File: config.mk
export PLATFORM = sky130hd
export DESIGN_NAME = reg_writeback_unit
export DESIGN_NICKNAME = d
export VERILOG_FILES = /design/src/rtl/wb_pkg.sv /design/src/rtl/wb_fifo.sv /design/src/rtl/reg_writeback_unit.sv
export SDC_FILE = /design/constraint.sdc
export NUM_CORES = 1
export LEC_CHECK = 0
export BUFFER_PORTS_ARGS = -buffer_cell sky130_fd_sc_hd__buf_2
export CORE_UTILIZATION = 61
export CTS_CLUSTER_DIAMETER = 50
export CTS_CLUSTER_SIZE = 10
export DETAILED_ROUTE_END_ITERATION = 6
export GPL_ROUTABILITY_DRIVEN = 1
export PLACE_DENSITY = 0.84
export SLEW_MARGIN = 20
export SYNTH_ARGS = -nofsm -noshare
export SYNTH_HDL_FRONTEND = slang
export SYNTH_SLANG_ARGS = --single-unit
File: constraint.sdc
create_clock -name clk -period 7.4 [get_ports clk]
set_input_delay 0.74 -clock clk [delete_from_list [all_inputs] [get_ports clk]]
set_output_delay 0.74 -clock clk [all_outputs]
set_load 0.005 [all_outputs]
File: src/rtl/wb_pkg.sv
// Shared widths and queue entry type for the register-file writeback path.
package wb_pkg;

  localparam int DATA_W = 16;
  localparam int ADDR_W = 3;

  typedef struct packed {
    logic [ADDR_W-1:0] rd;
    logic [DATA_W-1:0] data;
  } wb_entry_t;

endpackage

File: src/rtl/wb_fifo.sv
// Circular buffer of pending writebacks: up to two pushes and one pop per cycle,
// with the contents presented oldest-first for the forwarding search.
module wb_fifo
  import wb_pkg::*;
#(
  parameter int DEPTH = 4,
  localparam int PTR_W = $clog2(DEPTH),
  localparam int CNT_W = PTR_W + 1
) (
  input  logic                  clk,
  input  logic                  rst_n,
  input  logic                  i_push0,
  input  wb_entry_t             i_entry0,
  input  logic                  i_push1,
  input  wb_entry_t             i_entry1,
  input  logic                  i_pop,
  output logic [CNT_W-1:0]      o_count,
  output wb_entry_t [DEPTH-1:0] o_age_entry,
  output logic [DEPTH-1:0]      o_age_valid
);

  wb_entry_t [DEPTH-1:0] r_mem;
  logic [PTR_W-1:0]      r_head;
  logic [PTR_W-1:0]      r_tail;
  logic [CNT_W-1:0]      r_count;
  logic [PTR_W-1:0]      w_tail1;
  logic                  w_pop;

  // When push0 is absent the second entry takes the tail slot itself.
  assign w_tail1 = r_tail + PTR_W'(i_push0);
  assign w_pop   = i_pop & (r_count != {CNT_W{1'b0}});
  assign o_count = r_count;

  // Storage, pointers and occupancy.
  always_ff @(posedge clk or negedge rst_n) begin
    if (!rst_n) begin
      r_mem   <= {DEPTH{{ADDR_W{1'b0}}, {DATA_W{1'b0}}}};
      r_head  <= {PTR_W{1'b0}};
      r_tail  <= {PTR_W{1'b0}};
      r_count <= {CNT_W{1'b0}};
    end else begin
      if (i_push0) begin
        r_mem[r_tail] <= i_entry0;
      end
      if (i_push1) begin
        r_mem[w_tail1] <= i_entry1;
      end
      if (w_pop) begin
        r_head <= r_head + PTR_W'(1);
      end
      r_tail  <= r_tail + PTR_W'(i_push0) + PTR_W'(i_push1);
      r_count <= r_count + CNT_W'(i_push0) + CNT_W'(i_push1) - CNT_W'(w_pop);
    end
  end

  // Index 0 is the head (oldest); higher indices are progressively younger.
  always_comb begin
    o_age_entry = {DEPTH{{ADDR_W{1'b0}}, {DATA_W{1'b0}}}};
    o_age_valid = {DEPTH{1'b0}};
    for (int i = 0; i < DEPTH; i++) begin
      o_age_entry[i] = r_mem[r_head + PTR_W'(i)];
      o_age_valid[i] = (CNT_W'(i) < r_count);
    end
  end

endmodule

File: src/rtl/reg_writeback_unit.sv
// Merges ALU and load results into the single register-file write port and
// forwards values that are queued or on the port but not yet committed.
module reg_writeback_unit
  import wb_pkg::*;
#(
  parameter int DEPTH = 4,
  localparam int CNT_W = $clog2(DEPTH) + 1
) (
  input  logic              clk,
  input  logic              rst_n,
  input  logic              alu_valid,
  input  logic [ADDR_W-1:0] alu_rd,
  input  logic [DATA_W-1:0] alu_data,
  output logic              alu_ready,
  input  logic              ld_valid,
  input  logic [ADDR_W-1:0] ld_rd,
  input  logic [DATA_W-1:0] ld_data,
  output logic              ld_ready,
  output logic              enableWrite,
  output logic [ADDR_W-1:0] RW,
  output logic [DATA_W-1:0] BusW,
  input  logic [ADDR_W-1:0] fwd_ra,
  input  logic [ADDR_W-1:0] fwd_rb,
  output logic              fwd_a_hit,
  output logic [DATA_W-1:0] fwd_a_data,
  output logic              fwd_b_hit,
  output logic [DATA_W-1:0] fwd_b_data,
  output logic              empty
);

  logic [CNT_W-1:0]      w_count;
  logic [CNT_W-1:0]      w_free;
  logic                  w_alu_push;
  logic                  w_ld_push;
  logic                  w_pop;
  wb_entry_t [DEPTH-1:0] w_age_entry;
  logic [DEPTH-1:0]      w_age_valid;
  logic                  r_en;
  logic [ADDR_W-1:0]     r_rw;
  logic [DATA_W-1:0]     r_busw;

  // Youngest match wins: port word first, then queue entries oldest to newest.
  function automatic logic [DATA_W:0] fwd_lookup(
    input logic [ADDR_W-1:0]     idx,
    input wb_entry_t [DEPTH-1:0] ents,
    input logic [DEPTH-1:0]      vld,
    input logic                  port_en,
    input logic [ADDR_W-1:0]     port_rd,
    input logic [DATA_W-1:0]     port_data
  );
    logic [DATA_W:0] res;
    res = {1'b0, {DATA_W{1'b0}}};
    if (port_en && (port_rd == idx)) begin
      res = {1'b1, port_data};
    end
    for (int i = 0; i < DEPTH; i++) begin
      if (vld[i] && (ents[i].rd == idx)) begin
        res = {1'b1, ents[i].data};
      end
    end
    if (idx == {ADDR_W{1'b0}}) begin
      res = {1'b0, {DATA_W{1'b0}}};
    end
    return res;
  endfunction

  // Readiness looks only at current occupancy so it never depends on the pop.
  assign w_free     = CNT_W'(DEPTH) - w_count;
  assign alu_ready  = (w_free >= CNT_W'(1));
  assign ld_ready   = (w_free >= CNT_W'(2)) | ((w_free >= CNT_W'(1)) & ~alu_valid);
  assign w_alu_push = alu_valid & alu_ready & (alu_rd != {ADDR_W{1'b0}});
  assign w_ld_push  = ld_valid & ld_ready & (ld_rd != {ADDR_W{1'b0}});
  assign w_pop      = (w_count != {CNT_W{1'b0}});

  wb_fifo #(.DEPTH(DEPTH)) u_fifo (
    .clk         (clk),
    .rst_n       (rst_n),
    .i_push0     (w_alu_push),
    .i_entry0    ({alu_rd, alu_data}),
    .i_push1     (w_ld_push),
    .i_entry1    ({ld_rd, ld_data}),
    .i_pop       (w_pop),
    .o_count     (w_count),
    .o_age_entry (w_age_entry),
    .o_age_valid (w_age_valid)
  );

  // Write port register: one pulse per popped entry, address/data hold when idle.
  always_ff @(posedge clk or negedge rst_n) begin
    if (!rst_n) begin
      r_en   <= 1'b0;
      r_rw   <= {ADDR_W{1'b0}};
      r_busw <= {DATA_W{1'b0}};
    end else if (w_pop) begin
      r_en   <= 1'b1;
      r_rw   <= w_age_entry[0].rd;
      r_busw <= w_age_entry[0].data;
    end else begin
      r_en   <= 1'b0;
    end
  end

  assign enableWrite = r_en;
  assign RW          = r_rw;
  assign BusW        = r_busw;
  assign empty       = (w_count == {CNT_W{1'b0}}) & ~r_en;

  // Forwarding for both decode read ports.
  always_comb begin
    {fwd_a_hit, fwd_a_data} = fwd_lookup(fwd_ra, w_age_entry, w_age_valid, r_en, r_rw, r_busw);
    {fwd_b_hit, fwd_b_data} = fwd_lookup(fwd_rb, w_age_entry, w_age_valid, r_en, r_rw, r_busw);
  end

endmodule
==> summary.txt, run 1 <==
Outcome
  – Outcome: finished, violations left
  – Violated checks: design-rule violations

Route
  – DRT antenna net count: 0
  – Routed via count: 7650
  – DRT iter0 DRCs: 1126
  – Number of remaining DRC errors: 1
  – Via density: 6.34
  – Initial DRT Pass Iterations: 7
  – Routed wire per std cell: 18.9 um
  – Final wirelength: 22800 um

STA
  – Endpoints failing hold: 0
  – Slew Limit Fails: 0
  – Setup Skew: 0.0112 ns
  – Setup TNS: 0 ns
  – Min cycle time layout: 4.96 ns
  – Hold slack: 0.256 ns
  – Fmax: 202 MHz
  – Setup violations, final: 0
  – RSZ-0062 raised after global routing: false
  – Least-Margin Pin Slew: 1.17 ns
  – Tcrit/Tclk final: 67.0%
  – Relative slew slack: 21.5%

Yosys
  – Post-synth EDFFs: 0
  – Mapped cell area: 8040 um^2
  – Post-synth top cells: nand2_1, mux2i_1, o21ai_0
  – Yosys reg bits: 103
  – Top_reg_cell synth: dfrtp_1
  – Synth area leader: dfrtp_1
  – Sequential area share after synthesis: 32.1%
  – Syn_nets: 1040
  – Cell count after synthesis: 981
  – Top cell type's share of synthesized area: 32.1%
  – Top-count cell post-synth: nand2_1
  – Mean Syn Cell Area: 8.19 um^2
  – Synth warn: 0
  – FFs w/ async S/R, synth: 100%
  – Yosys cell types: 34
  – Synth area leaders: dfrtp_1, mux2i_1, o21ai_0, nand2_1, a21oi_1

GRT
  – First-pass GRT wire length: 35300 um
  – Gr ovfl total: 0
  – All-Layer GR Usage: 34.0%
  – Largest net degree at the start of global routing: 84
  – Vias in the first global route: 6561
  – Initial antenna violation count: 0

Setup path
  – Worst Path Max Fanout: 77
  – WP data required: 6.66 ns
  – CP Class: reg2out
  – Setup crit end kind: output pin
  – Worst Setup Start Kind: register
  – Arrival @ worst endpoint: 4.22 ns

CTS
  – CTS H-tree lvls: 3
  – Resize count post-CTS: 0
  – CTS sink count: 103
  – CTS tree: built
  – Root Buffer: clkbuf_16
  – Clock transition at path regs: 0.08 ns
  – Post-CTS Setup Inserts: 0
  – Cts-stage hold buffer count: 0
  – Clock buffer depth: 2
  – Skew-Pair Late Insertion Delay: 0.36 ns
  – Num CTS Buffers: 9

Final layout
  – Nets: 1088
  – Area grow syn2layout: 10.4%
  – N_diodes: 0
  – Layout cell share with drive strength beyond 1: 17.2%
  – Fin cells: 1206
  – Final Core Density: 69.7%
  – Final Instance Area: 8870 um^2

Power and ir drop
  – Clk pwr share: 10.7%
  – Cell Int Power: 2.56 mW
  – Leak: 4.02 nW
  – Sequential Power Share: 24.7%
  – Switching share of power: 50.1%
  – Combinational share of power: 64.6%
  – Sw Pwr: 2.58 mW
  – IR drop worst, VDD: 0.000267 V
  – Pwr Density: 579 nW/um^2

Die
  – Ports: 105
  – Die height: 117 um
  – Row cnt: 41
  – Core ar.: 12700 um^2
  – Die Area: 13600 um^2
  – Initial cell density of the core: 63.2%
  – Die width: 117 um

Placement
  – DP Cell Count: 1188
  – Placed Area: 8510 um^2
  – Port Buf Inserts: 104
  – Final HPWL DP: 15900 um
  – RePlAce Congestion: 0.959

Worst hold path
  – Worst hold path class: in2async

Run
  – Max cap viols: 0
power groups by stage:
stage          Sequential [mW]  Clock, mW  Combinational, mW
2_1_floorplan             1.05          0               2.49
6_report                  1.27      0.549               3.32
3_3_place_gp              1.22          0               3.08
4_1_cts                   1.24      0.548               3.23
3_5_place_dp              1.25          0               3.19
5_1_grt                   1.30      0.568               3.67
stage by stage:
stage                     total power [mW]  setup slack [ns]
final                                 5.14              2.44
after detailed placement              4.44              2.87
after floorplan                       3.54              4.15
after global placement                4.31              2.98
after CTS                             5.02              2.49
after global routing                  5.54              2.24
cell type report:
type                       count  area (um^2)
clock buffer                   9          225
clock inverter                 7          113
fill                         990         3850
inverter                      10         37.5
multi-input combinational    787         5060
sequential                   103         2580
tap                          172          215
timing repair buffer         118          639
critical path, cell delays in order, from the launching register on:
cell      delay, ns
dfrtp_4        1.16
mux4_2         0.64
xor2_1         0.19
nor4_4         0.75
nand2b_1       0.67
a21oi_1        0.09
a21oi_1        0.20
buf_2          0.14
kinds of logic (layout without fill, tap and decap cells):
group           Yosys count  in the layout  synth area share, %
compound gates          288            288                 18.0
simple gates            284            284                 15.6
mux                     169            169                 23.2
flops                   103            103                 32.1
buf+inv                  91            144                 5.40
xor+xnor                 35             35                 3.81
fa+ha+maj                11             11                 1.90
path summary, 6_finish.rpt:
| check | startpoint | to | slack, ns | cells after the start |
|---|---|---|---|---|
| setup / recovery | u_fifo.r_head[1] | fwd_a_data[14] | 2.44 | 7 |
| hold / removal | rst_n | RW[2] | 0.26 | 1 |
| setup reg to reg | u_fifo.o_count[0] | u_fifo.r_mem[25] | 3.54 | 11 |
| hold reg to reg | BusW[15] | BusW[15] | 0.53 | 2 |
| max in group asynchronous | rst_n | u_fifo.r_head[1] | 6.09 | 2 |
| min in group clk | BusW[15] | BusW[15] | 0.53 | 2 |
layer usage:
layer  track usage, %  vias up  part of all wire [%]
met5                0        -                     0
met4             8.61        0                   1.1
met3             7.26       32                    11
met2             48.5      467                    43
met1             52.2     3614                    46
li1                 -     3537                     -
registers in the layout, summed over array words and instances, names as in the netlist:
name and cells:
u_fifo.r_mem 76, BusW 16, RW 3, u_fifo.o_count 3, u_fifo.r_head 2, u_fifo.r_tail 2
enableWrite 1
cell usage in the layout, fill, tap and decap left out, types with 2 or more instances in the layout:
master and count:
buf_4 12, o21ai_1 33, fa_1 2, ha_1 8, nand3_1 3, nor2_2 2
and3_1 35, nor3_2 4, xnor2_1 23, mux2_2 17, or2_1 2, dfrtp_1 101
nor3_1 2, nor4_4 2, buf_2 103, bufinv_16 2, nand2_1 168, inv_1 9
nor4bb_1 2, xor2_1 12, nand4_1 4, mux4_2 12, nor2_1 54, o21ai_0 140
clkbuf_16 9, inv_6 2, mux2i_1 140, nor3b_2 2, nand2b_1 2, buf_6 3
a21oi_1 113
Power figures use the tool's default switching activity.
==> run 2, diff against run 1 <==
--- a/config.mk
+++ b/config.mk
@@ -6,12 +6,12 @@
 export NUM_CORES = 1
 export LEC_CHECK = 0
 export BUFFER_PORTS_ARGS = -buffer_cell sky130_fd_sc_hd__buf_2
-export CORE_UTILIZATION = 61
+export CORE_UTILIZATION = 54
 export CTS_CLUSTER_DIAMETER = 50
 export CTS_CLUSTER_SIZE = 10
 export DETAILED_ROUTE_END_ITERATION = 6
 export GPL_ROUTABILITY_DRIVEN = 1
-export PLACE_DENSITY = 0.84
+export PLACE_DENSITY = 0.78
 export SLEW_MARGIN = 20
 export SYNTH_ARGS = -nofsm -noshare
 export SYNTH_HDL_FRONTEND = slang
==> constraint.sdc (replaced) <==
create_clock -name clk -period 4.5 [get_ports clk]
set_input_delay 0.45 -clock clk [delete_from_list [all_inputs] [get_ports clk]]
set_output_delay 0.45 -clock clk [all_outputs]
set_load 0.005 [all_outputs]
==> run 2 against run 1 <==
Against the previous run:
- the run now ends clean
- final cell count is 1.2% higher
- clock skew is essentially flat
- combinational power up 66%
- via count shrank 1.9%
==> summary.txt, run 2 (same netlist as run 1, synthesis figures left out) <==
Final layout
  – Fillcell total: 1253 (+27%)
  – Area taken by multi-input logic gates: 5070 um^2 (+0.30%)
  – N_diodes: 0 (unchanged)
  – Biggest register: u_fifo.r_mem
  – Area grow syn2layout: 10.2%
  – Most frequent cells in the layout: nand2_1, o21ai_0, mux2i_1, a21oi_1, buf_2
  – Commonest non-fill, non-tap cell in the layout: nand2_1
  – Nets: 1091 (+0.28%)
  – Layout cell share with drive strength beyond 1: 17.4% (+0.14 points)
  – Max reg flops: 76 (unchanged)
  – Final Core Density: 61.0% (-8.8 points)
  – FF/Latch Area: 2580 um^2 (unchanged)

GRT
  – Initial antenna violation count: 0 (unchanged)
  – All-Layer GR Usage: 29.9% (-4.1 points)
  – First-pass GRT wire length: 35200 um (about the same)
  – Gr ovfl total: 0 (unchanged)
  – Vias in the first global route: 6508 (-0.81%)
  – Largest net degree at the start of global routing: 82 (-2.4%)

Setup path
  – FF-to-FF path depth: 10 (-1)
  – CP Class: reg2out
  – Crit Reg-Reg Endpoint: u_fifo.r_mem[10]
  – Reg2reg start: u_fifo.o_count[0]
  – R2r setup slk: 1.06 ns (-2.48 ns)
  – Arrival @ worst endpoint: 3.34 ns (-0.88 ns)
  – WP data required: 4.05 ns (-2.61 ns)
  – Worst Path Max Fanout: 52 (-32%)
  – Worst Setup Start Kind: register
  – Setup crit end kind: output pin

STA
  – Min cycle time layout: 3.79 ns
  – Setup Skew: 0.0114 ns (+0.000170 ns)
  – Relative slew slack: 31.2% (+9.7 points)
  – Setup violations, final: 0 (unchanged)
  – Setup TNS: 0 ns (unchanged)
  – Least-Margin Pin Slew: 1.02 ns (-0.156 ns)
  – Endpoints failing hold: 0 (unchanged)
  – Slew Limit Fails: 0 (unchanged)
  – Fmax: 264 MHz
  – Tcrit/Tclk final: 84.3%
  – Final Worst Setup Slack: 0.709 ns (-1.73 ns)
  – RSZ-0062 raised after global routing: false

Die
  – Ports: 105 (unchanged)
  – Row cnt: 44 (+7.3%)
  – Die width: 124 um (+6.2%)
  – Core ar.: 14500 um^2 (+14%)
  – Initial cell density of the core: 55.3% (-7.9 points)
  – Die height: 124 um (+6.2%)
  – Die Area: 15400 um^2 (+13%)

CTS
  – Resize count post-CTS: 0 (unchanged)
  – CTS tree: built
  – CTS sink count: 103 (unchanged)
  – Skew-Pair Late Insertion Delay: 0.37 ns (about the same)
  – Clock transition at path regs: 0.08 ns (about the same)
  – Post-CTS Setup Inserts: 0 (unchanged)
  – Cts-stage hold buffer count: 0 (unchanged)
  – CTS H-tree lvls: 3 (unchanged)
  – Root Buffer: clkbuf_16
  – Clock buffer depth: 2 (unchanged)
  – Num CTS Buffers: 9 (unchanged)

Route
  – Routed via count: 7508 (-1.9%)
  – Initial DRT Pass Iterations: 6 (-1)
  – Via density: 6.15 (-3.1%)
  – Final wirelength: 22300 um (-2.3%)
  – DRT antenna net count: 0 (unchanged)
  – Number of remaining DRC errors: 0 (-1)
  – Routed wire per std cell: 18.2 um (-3.5%)
  – DRT iter0 DRCs: 871 (-23%)

Run
  – Max cap viols: 0 (unchanged)

Outcome
  – Outcome: completed

Placement
  – Pre-CTS worst setup slack: 1.09 ns (-1.77 ns)
  – Port Buf Inserts: 104 (unchanged)
  – RePlAce Congestion: 0.902 (-5.9%)
  – Final HPWL DP: 15800 um (-0.37%)

Power and ir drop
  – Pwr Density: 933 nW/um^2 (+61%)
  – Leak: 4.02 nW (about the same)
  – IR drop worst, VDD: 0.000387 V (+45%)
  – Total power: 8.26 mW (+61%)

Worst hold path
  – Worst hold path class: in2async
-- run 2: area by class of cell --
| cell class | count | share of cell area, % |
|---|---|---|
| repair buffers | 121 | 7.38 |
| well taps | 184 | 2.60 |
| clock buffers | 10 | 2.58 |
| inverters | 10 | 0.438 |
| clock inverters | 6 | 0.579 |
| multi-input cells | 787 | 57.3 |
| flip-flops and latches | 103 | 29.1 |
-- run 2: how the worst max path moves through the flow --
stage	to	startpoint	cells after the start
finish	fwd_a_data[9]	u_fifo.r_head[0]	7
global route	fwd_a_data[3]	u_fifo.r_head[0]	8
CTS	fwd_b_data[15]	u_fifo.r_head[0]	7
detailed placement	u_fifo.r_mem[10]	u_fifo.o_count[0]	10
global placement	u_fifo.r_mem[16]	u_fifo.o_count[1]	10
floorplan	u_fifo.r_mem[18]	u_fifo.o_count[0]	11
-- run 2: critical path, cell delays in order, from the launching register on --
cell and delay, ns:
dfrtp_2 0.55, buf_4 0.48, mux4_2 0.60, xnor2_1 0.19, and3_1 0.60, a21oi_1 0.14
a21oi_1 0.25, buf_2 0.15
-- run 2: power breakdown --
group          leakage [nW]  switching (mW)  internal (mW)
registers              1.25           0.544           1.42
logic                  2.63            3.23           2.29
clock network         0.139           0.392          0.385
total                  4.02            4.17           4.09
-- run 2: per-layer routing --
layer	part of all wire (%)	wire length (um)	track usage [%]
met5	0	0	0
met4	1.1	252	8.56
met3	9.7	2160	4.72
met2	41	9090	40.6
met1	48	10800	47.9
-- run 2: per-stage QoR --
step / cells / hold slack (ns) / instance area (um^2)
6_report: 1221 / 0.123 / 8860
3_5_place_dp: 1205 / 0.514 / 8560
2_1_floorplan: 981 / 0.154 / 8040
5_1_grt: 1221 / 0.182 / 8860
4_1_cts: 1221 / 0.300 / 8840
3_3_place_gp: 1205 / 0.498 / 8560
